## src/rtl/defs.sv

```systemverilog
// rtl/defs.sv - shared state encoding and constants for the program sequencer
package defs;

    typedef enum logic [1:0] {
        RST_SYNC = 2'd0,
        RST_HOLD = 2'd1,
        RUN      = 2'd2
    } seq_state_t;

    localparam logic [7:0] PM_RESET_ADDR = 8'h00;

endpackage

```

## src/rtl/reset_synchronizer.sv

```systemverilog
// rtl/reset_synchronizer.sv - stretches reset release into a two-cycle synchronous reset
import defs::*;

module reset_synchronizer (
    input  logic clk,
    input  logic reset_n,
    output logic sync_reset
);

    seq_state_t state_q;
    seq_state_t state_d;

    always_ff @(posedge clk or negedge reset_n) begin
        if (!reset_n) begin
            state_q <= RST_SYNC;
        end else begin
            state_q <= state_d;
        end
    end

    always_comb begin
        state_d = state_q;
        case (state_q)
            RST_SYNC: state_d = RST_HOLD;
            RST_HOLD: state_d = RUN;
            RUN:      state_d = RUN;
            default:  state_d = RST_SYNC;
        endcase
    end

    // Driven only from the state register so reset_n has no combinational path here.
    assign sync_reset = (state_q != RUN);

endmodule

```

## src/rtl/program_sequencer.sv

```systemverilog
// rtl/program_sequencer.sv - next-address logic and pc; PS_JUMP_COUNT_EN adds a jump counter on from_PS
import defs::*;

module program_sequencer (
    input  logic       clk,
    input  logic       reset_n,
    input  logic       jmp,
    input  logic       jmp_nz,
    input  logic [3:0] ir_nibble,
    input  logic       dont_jmp,
    input  logic       hold,
    output logic       sync_reset,
    output logic [7:0] pm_addr,
    output logic [7:0] pc,
    output logic [7:0] from_PS
);

    logic [7:0] pc_q;
    logic [7:0] pc_d;
    logic       jump_taken;

    reset_synchronizer u_reset_synchronizer (
        .clk        (clk),
        .reset_n    (reset_n),
        .sync_reset (sync_reset)
    );

    // Jumps never carry into the page bits.
    always_comb begin
        jump_taken = 1'b0;
        pm_addr    = pc_q + 8'd1;
        if (sync_reset) begin
            pm_addr = PM_RESET_ADDR;
        end else if (hold) begin
            pm_addr = pc_q;
        end else if (jmp || (jmp_nz && !dont_jmp)) begin
            jump_taken = 1'b1;
            pm_addr    = {pc_q[7:4], ir_nibble};
        end
    end

    always_comb begin
        pc_d = pm_addr;
    end

    always_ff @(posedge clk or negedge reset_n) begin
        if (!reset_n) begin
            pc_q <= PM_RESET_ADDR;
        end else begin
            pc_q <= pc_d;
        end
    end

    assign pc = pc_q;

`ifdef PS_JUMP_COUNT_EN
    logic [7:0] jump_cnt_q;
    logic [7:0] jump_cnt_d;

    always_comb begin
        jump_cnt_d = jump_cnt_q;
        if (jump_taken && (jump_cnt_q != 8'hFF)) begin
            jump_cnt_d = jump_cnt_q + 8'd1;
        end
    end

    always_ff @(posedge clk or negedge reset_n) begin
        if (!reset_n) begin
            jump_cnt_q <= 8'h00;
        end else begin
            jump_cnt_q <= jump_cnt_d;
        end
    end

    assign from_PS = jump_cnt_q;
`else
    logic unused_jump_taken;
    assign unused_jump_taken = jump_taken;
    assign from_PS = 8'h00;
`endif

endmodule

```

## config.mk

```make
export PLATFORM = sky130hd
export DESIGN_NAME = program_sequencer
export DESIGN_NICKNAME = d
export VERILOG_FILES = /design/src/rtl/defs.sv /design/src/rtl/reset_synchronizer.sv /design/src/rtl/program_sequencer.sv
export SDC_FILE = /design/constraint.sdc
export NUM_CORES = 1
export LEC_CHECK = 0
export ABC_AREA = 1
export CAP_MARGIN = 0
export CELL_PAD_IN_SITES_DETAIL_PLACEMENT = 1
export CELL_PAD_IN_SITES_GLOBAL_PLACEMENT = 1
export CORE_UTILIZATION = 29
export CTS_BUF_LIST = sky130_fd_sc_hd__clkbuf_2
export CTS_CLUSTER_SIZE = 40
export DETAILED_ROUTE_END_ITERATION = 10
export PLACE_DENSITY_LB_ADDON = 0.1
export SLEW_MARGIN = 20
export SYNTH_ARGS = -nofsm -noshare
export SYNTH_HDL_FRONTEND = slang
export SYNTH_HIERARCHICAL = 1
export SYNTH_SLANG_ARGS = --single-unit
export TNS_END_PERCENT = 30
```

## constraint.sdc

```tcl
create_clock -name clk -period 2.2 [get_ports clk]
set_clock_uncertainty 0.05 [all_clocks]
set_input_delay 0.44 -clock clk [delete_from_list [all_inputs] [get_ports clk]]
set_output_delay 0.44 -clock clk [all_outputs]
set_load 0.01 [all_outputs]
```

# Word level (Yosys, flattened, before mapping)
# Cells that the tools add are included.
[op_classes]
add_sub_neg = 1
n_eq_ne = 3
muxes = 4
reduce_logical = 5
[op_table]
columns = ["op", "n"]
rows = [
  ["$mux 8", 3],
  ["$add 8x1->8 const B", 1],
  ["$pmux 2 s2", 1],
  ["$eq 2x1->1 const B", 1],
  ["$eq 2x2->1 const B", 1],
  ["$logic_not 2->1", 1],
  ["$ne 2x2->1 const B", 1],
  ["$reduce_or 2->1", 1],
  ["$logic_and 1x1->1", 1],
  ["$logic_not 1->1", 1],
  ["$logic_or 1x1->1", 1],
]
[totals]
reg_bits = 10
inputBits = 10

# Longest topological paths before layout
# Gate-level depths: netlist (run 1).
[logic_depth]
depth_word = 6
ltp_mapped = 8
depth_no_buf = 8

# Modules after synthesis
# Netlist (run 1), hierarchy kept.
[by_module_without_submodules]
columns = ["mod", "instances", "cells_per_inst", "area_per_inst_um2", "seq_area_each_um2"]
rows = [
  ["program_sequencer", 1, 82, 576.8, 200.2],
  ["reset_synchronizer", 1, 7, 86.3, 50.0],
]

# Worst setup path after synthesis (run 1)
# Ideal clock, no wire load.
[synth_timing]
path_type = "flip-flop to output port"
startpoint = "reg pc_q[0], in the netlist pc[0]"
endpoint = "out pm_addr[2]"
arrival_time_ns = 1.149
setup_slack_ns = 0.561
stages_incl_launch_ff = 7
path_buffers = 0
path_cell_list = "dfrtp_1 -> ha_1 -> or2_2 -> nand3_1 -> nand3_1 -> nand2_1 -> inv_1"
[synth_between]
elab_chain_cells = 4
[synth_lines]
columns = ["item", "line_no", "source"]
rows = [
  ["start, declared", "program_sequencer.sv:18", "logic [7:0] pc_q;"],
  ["start signal, assigned", "program_sequencer.sv:50", "pc_q <= pc_d;"],
  ["$add 8x1->8", "program_sequencer.sv:31", "pm_addr = pc_q + 8'd1;"],
  ["$mux 8", "program_sequencer.sv:36", "end else if (jmp || (jmp_nz && !dont_jmp)) begin"],
  ["$mux 8", "program_sequencer.sv:34", "end else if (hold) begin"],
  ["$mux 8", "program_sequencer.sv:32", "if (sync_reset) begin"],
  ["end, declared", "program_sequencer.sv:13", "output logic [7:0] pm_addr,"],
]
# No other way between the ends.

# Final worst setup path (run 1)
[layout_timing]
startpoint = "in jmp"
endpoint = "out pm_addr[6]"
[layout_between]
elab_chain_cells = 4
[layout_lines]
columns = ["item", "line_no", "source"]
rows = [
  ["start, declared", "program_sequencer.sv:7", "input logic jmp,"],
  ["$logic_or 1x1->1", "program_sequencer.sv:36", ""],
  ["$mux 8", "program_sequencer.sv:36", ""],
  ["$mux 8", "program_sequencer.sv:34", ""],
  ["$mux 8", "program_sequencer.sv:32", ""],
]
# No other way between the ends.

==> impl_metrics.env, run 1 <==
export IMPL_cts_buffer_depth=2
export IMPL_grt_pass1_wl_um=3130
export IMPL_synth_seq_cells=10
export IMPL_synth_fa_ha_area_frac=0.0566
export IMPL_synth_top_area_cell="dfrtp_1"
export IMPL_ioPinCount=35
export IMPL_worst_path_max_delay_cell="clkdlybuf4s50_1"
export IMPL_final_util=0.498
export IMPL_clock_sinks=10
export IMPL_cp_cell_sequence="clkdlybuf4s50_1 > inv_2 > nand3_4 > nor2_4 > buf_6 > nand3_2 > nand2_1 > nor2_1 > buf_2"
export IMPL_r2r_cells=7
export IMPL_core_um2=2060
export IMPL_crit_fanout=4
export IMPL_cts_tree="yes"
export IMPL_worstPathArrival_ns=1.64
export IMPL_fillers=273
export IMPL_cts_made_buffers=3
export IMPL_fin_crit_sh=0.970
export IMPL_end_kind="output pin"
export IMPL_antenna_cells=0
export IMPL_synth_warnings=6
export IMPL_syn_area_um2=663
export IMPL_die_area_um2=2480
export IMPL_hp_class="input port to async pin"
export IMPL_maxCapViolCount=0
export IMPL_start_util=0.322
export IMPL_start_kind="input port"
export IMPL_synth_area_per_cell_um2=7.45
export IMPL_remaining_drc_errors=0
export IMPL_cellPowerDensity_nw_per_um2=643
export IMPL_setup_violations=0
export IMPL_fp_dieH_um=49.8
export IMPL_drive_above_1_share=0.325
export IMPL_fin_nets=140
export IMPL_report_final_slew_viol_count=0
export IMPL_period_minus_slack_ns=2.13
export IMPL_slowest_delay_ns=0.41
export IMPL_synthCells=89
export IMPL_cp_required_ns=1.71
export IMPL_grt_max_degree=11
export IMPL_synth_simple_gate_area_frac=0.306
export IMPL_track_usage=0.170
export IMPL_clk_pin_slew_ns=0.11
export IMPL_synth_compound_area_share=0.0679
export IMPL_clock_root_buffer="clkbuf_2"
export IMPL_antenna_found_initial=0
export IMPL_drt_iter0_drc=12
export IMPL_via_count=687
export IMPL_yosysTopAreaCellShare=0.377
export IMPL_dp_hpwl_um=1310
export IMPL_synthMuxAreaShare=0
export IMPL_routed_wl_um=1840
export IMPL_first_global_vias=696
export IMPL_synth_area_leaders="dfrtp_1 38%, nand2_1 10%, buf_4 9.1%"
export IMPL_status="finished clean"
export IMPL_wl_per_cell_um=12.0
export IMPL_drtAntennaViolNets=0
export IMPL_synth_cell_type_count=18
export IMPL_routed_via_density=4.49
export IMPL_gp_congestion=0.794
export IMPL_cts_htree_levels=1
export IMPL_drtPass1Iterations=4
export IMPL_finalSetupTns_ns=0
export IMPL_die_width_um=49.8
export IMPL_port_buffers=26
export IMPL_criticalPathCategory="input port to output pin"
export IMPL_grt_ovfl_total=0
export IMPL_vdd_drop_max_mv=0.452
export IMPL_power_leakage_nw=0.559
export IMPL_rows=16
export IMPL_max_freq_mhz=469
export IMPL_finalHoldViolCount=0
export IMPL_synth_top_family_by_area="simple AND/OR/NAND/NOR gates"
export IMPL_syn_to_final_growth_pct=54.7
export IMPL_ys_seq_area_frac=0.377
export IMPL_synth_xor_area_frac=0
export IMPL_insertion_delay_ns=0.27
-- path summary, 6_finish.rpt --
| path | endpoint | slack, ns | start |
|---|---|---|---|
| max | pm_addr[6] | 0.07 | jmp |
| min | pc[3] | 0.42 | reset_n |
| max reg2reg | pc[5] | 0.90 | pc[0] |
| min reg2reg | u_reset_synchronizer/state_q[1] | 0.54 | u_reset_synchronizer/state_q[1] |
| max in group asynchronous | u_reset_synchronizer/state_q[0] | 1.36 | reset_n |
| min in group clk | u_reset_synchronizer/state_q[1] | 0.54 | u_reset_synchronizer/state_q[1] |
-- state kept, by name, summed over array words and instances, names as in the netlist --
register / flops
u_reset_synchronizer/state_q: 2
pc: 8
-- critical path: cells and delay by family --
family / cells / cell delay (ns)
AND/OR/NAND/NOR: 5 / 0.42
buffers and inverters: 4 / 0.77
-- logic make-up after synthesis --
family                   Yosys count
other                              1
AND/OR/NAND/NOR                   43
buffers and inverters             23
adder cells (fa/ha/maj)            3
AO/OA/AOI/OAI                      9
flip-flops                        10
-- repair_timing --
action / CTS / global route
hold buffers: 0 / 0
gates resized for setup: 38 / 16
hold endpoints to repair: 0 / 0
setup buffers: 1 / 1
pin swaps: 4 / 7
setup endpoints to repair: 8 / 8
-- Yosys cell counts, drive strengths merged --
library cell	instances
buf	9
nand3	8
inv	14
or2	1
a21oi	6
nand4	1
nor2	13
and3	2
nand2	18
ha	3
o21ai	3
conb	1
dfrtp	10
-- final cells by class --
class / instances / area (µm²) / share of cell area
multi-input cells: 63 / 374 / 0.365
repair buffers: 35 / 297 / 0.289
clock inverters: 1 / 3.75 / 0.00366
well taps: 27 / 33.8 / 0.0329
flip-flops and latches: 10 / 250 / 0.244
clock buffers: 3 / 15.0 / 0.0146
inverters: 14 / 52.6 / 0.0512
-- through the flow --
step / worst slack [ns] / power [mW] / hold slack [ns] / cells / instance area [µm²]
6_report: 0.0661 / 0.660 / 0.420 / 153 / 1030
5_1_grt: -0.00914 / 0.702 / 0.459 / 153 / 1030
4_1_cts: -0.0429 / 0.648 / 0.428 / 152 / 1000
3_5_place_dp: -0.388 / 0.540 / 0.518 / 147 / 965
3_3_place_gp: -0.368 / 0.538 / 0.502 / 147 / 965
2_1_floorplan: 0.561 / 0.375 / 0.0944 / 96 / 689
-- cells in the final DEF, fill, tap and decap left out, drive strengths merged, types with 3 or more instances in the layout --
cell type	instances
clkbuf	3
inv	14
a21oi	6
nor2	13
nand3	8
nand2	18
conb	8
o21ai	3
ha	3
buf	17
dfrtp	10
clkdlybuf4s50	16
-- report_power, final --
| part | total [mW] | switching [mW] | internal (mW) |
|---|---|---|---|
| clock | 0.111 | 0.0711 | 0.0395 |
| sequential | 0.252 | 0.0384 | 0.213 |
| combinational | 0.297 | 0.141 | 0.156 |
-- routing by layer --
metal  vias up  wire [µm]  global-route usage
li1        333          -                   -
met1       329        785               0.193
met2        20        956               0.302
met3         5         76              0.0556
met4         0         18              0.0429
met5         -          0                   0
Note: power is estimated with default switching activity, not from simulation.
==> inputs of run 2 (changes only) <==
--- a/config.mk
+++ b/config.mk
@@ -17,6 +17,5 @@
 export SLEW_MARGIN = 20
 export SYNTH_ARGS = -nofsm -noshare
 export SYNTH_HDL_FRONTEND = slang
-export SYNTH_HIERARCHICAL = 1
 export SYNTH_SLANG_ARGS = --single-unit
 export TNS_END_PERCENT = 30
==> run 2 against run 1 <==
  * Cell area fell by 2.4%
  * First-iteration DRC count fell by 100%
  * Global-route usage is 0.66 points lower
  * Critical path type unchanged
  * Highest routed layer unchanged
==> impl_metrics.env, run 2 <==
export IMPL_clock_root_buffer="clkbuf_2"
export IMPL_cts_buffer_depth=2
export IMPL_rows=17
export IMPL_antenna_cells=0
export IMPL_highest_layer="met4"
export IMPL_crit_fanout=2
export IMPL_drive_above_1_share=0.240
export IMPL_gp_congestion=0.771
export IMPL_grt_pass1_wl_um=2970
export IMPL_yosysTopAreaCellShare=0.368
export IMPL_synth_most_common_cell="nand2_1"
export IMPL_cpMostUsedCell="inv_1"
export IMPL_synth_area_leaders="dfrtp_1 37%, nand2_1 12%, buf_4 8.8%"
export IMPL_core_um2=2210
export IMPL_postSynth_asyncResetShare=1.00
export IMPL_drt_iter0_drc=0
export IMPL_criticalPathCategory="input port to output pin"
export IMPL_report_final_slew_viol_count=0
export IMPL_cellPowerDensity_nw_per_um2=645
export IMPL_largest_register_ff_count=8
export IMPL_synth_warnings=0
export IMPL_die_width_um=50.4
export IMPL_synthCells=92
export IMPL_routed_wl_um=1720
export IMPL_cts_htree_levels=1
export IMPL_dpl_worst_slack_ns=-0.390
export IMPL_synth_flop_cell="dfrtp_1"
export IMPL_final_common_cell="nand2_1"
export IMPL_fin_nets=143
export IMPL_synth_area_per_cell_um2=7.38
export IMPL_syn_area_um2=679
export IMPL_grt_ovfl_total=0
export IMPL_cp_required_ns=1.71
export IMPL_dr_wl_met2_um=836
export IMPL_hold_buffers=0
export IMPL_finalSetupTns_ns=0
export IMPL_power_mw=0.645
export IMPL_start_kind="input port"
export IMPL_first_global_vias=671
export IMPL_drtPass1Iterations=1
export IMPL_vdd_drop_max_mv=0.299
export IMPL_fin_crit_sh=0.980
export IMPL_cp_top_family="buffers and inverters"
export IMPL_dp_hpwl_um=1410
export IMPL_setup_violations=0
export IMPL_insertion_delay_ns=0.27
export IMPL_cts_tree="yes"
export IMPL_clk_pin_slew_ns=0.11
export IMPL_finalHoldViolCount=0
export IMPL_cts_setup_buffers=0
export IMPL_start_util=0.307
export IMPL_end_kind="output pin"
export IMPL_dpl_cell_area_um2=1000
export IMPL_cp_cell_sequence="clkdlybuf4s50_1 > inv_1 > nand2_2 > nand4_1 > inv_1 > a21oi_1 > nor2_1 > clkdlybuf4s15_2"
export IMPL_max_freq_mhz=464
export IMPL_wl_per_cell_um=10.9
export IMPL_grt_max_degree=11
export IMPL_fillers=292
export IMPL_maxCapViolCount=0
export IMPL_synth_top_area_cell="dfrtp_1"
export IMPL_power_leakage_nw=0.548
export IMPL_ys_seq_area_frac=0.368
export IMPL_rsz0062_at_grt="true"
export IMPL_cp_buffers_inverters=4
export IMPL_worst_path_max_delay_cell="clkdlybuf4s50_1"
export IMPL_die_area_um2=2540
export IMPL_status="finished clean"
export IMPL_track_usage=0.163
export IMPL_ioPinCount=35
export IMPL_period_minus_slack_ns=2.15
export IMPL_reg2reg_slack_ns=0.89
export IMPL_stdcell_area_um2=1000
export IMPL_synth_edf_count=0
export IMPL_worstPathArrival_ns=1.66
export IMPL_cts_made_buffers=3
export IMPL_synth_cell_type_count=16
export IMPL_layout_common_cells="20 x nand2_1, 18 x clkdlybuf4s50_1, 14 x inv_1"
export IMPL_port_buffers=26
export IMPL_hold_worst_slack_ns=0.441
export IMPL_regArea_um2=250
export IMPL_met3WireLength_um=103
export IMPL_antenna_found_initial=0
export IMPL_multi_input_area_um2=347
export IMPL_clock_sinks=10
export IMPL_fp_dieH_um=50.4
export IMPL_via_count=681
export IMPL_met1Wirelength_um=767
export IMPL_synth_seq_cells=10
export IMPL_drtAntennaViolNets=0
export IMPL_synth_common_cells="21 x nand2_1, 14 x inv_1, 13 x nor2_1"
export IMPL_routed_via_density=4.34
export IMPL_slowest_delay_ns=0.45
export IMPL_remaining_drc_errors=0
export IMPL_hp_class="input port to async pin"
export IMPL_syn_to_final_growth_pct=47.3
export IMPL_layout_setup_ws_ns=0.0450
-- run 2: cell types whose count changed after synthesis, sizes merged --
cell	delta
nor2	+2
or2	-1
nand4	+2
xor2	+1
a21oi	-3
buf	-1
o21ai	-1
inv	+3
nand2	+4
nand3	-1
and3	-2
-- run 2: final timing paths --
path	from	end	depth (start not counted)
worst max-delay path	dont_jmp	pm_addr[6]	8
worst min-delay path	reset_n	pc[7]	1
worst max register to register	pc[0]	pc[2]	7
worst min register to register	u_reset_synchronizer.state_q[1]	u_reset_synchronizer.state_q[1]	2
max in group asynchronous	reset_n	pc[6]	1
min in group clk	u_reset_synchronizer.state_q[1]	u_reset_synchronizer.state_q[1]	2
-- run 2: where the power goes --
group          internal, mW  switching (mW)
clock                0.0395          0.0676
combinational         0.141           0.141
sequential            0.214          0.0417
-- run 2: area by class of cell --
class                      count  share of cell area
clock inverter                 1             0.00375
inverter                      17              0.0638
timing repair buffer          34               0.286
sequential                    10               0.250
multi-input combinational     64               0.346
tap                           28              0.0350
clock buffer                   3              0.0150
-- run 2: logic make-up after synthesis --
group           after synthesis  share of synthesized area
flops                        10                      0.368
xor+xnor                      1                     0.0129
simple gates                 47                      0.339
compound gates                5                     0.0368
other cells                   1                    0.00552
fa+ha+maj                     3                     0.0553
buf+inv                      25                      0.182
-- run 2: stage by stage --
stage,util,cells
finish,0.452,157
global route,0.452,157
CTS,0.459,157
detailed placement,0.452,153
global placement,0.452,153
floorplan,-,99
-- run 2: per-layer routing --
metal  up-vias  track usage
li1        337            -
met1       319        0.196
met2        23        0.262
met3         2       0.0667
met4         0       0.0556
met5         -            0
-- run 2: what timing repair did --
item                       CTS  global route
resized for setup           23             9
setup endpoints to repair    8             8
pin swaps                    1             2
-- run 2: worst register-to-register path, stage by stage (launching register included) --
cell and delay (ns):
dfrtp_1 0.42, ha_1 0.24, xor2_1 0.15, nand2_1 0.06
nand3_1 0.06, nand2_1 0.06, inv_1 0.05, buf_4 0.12
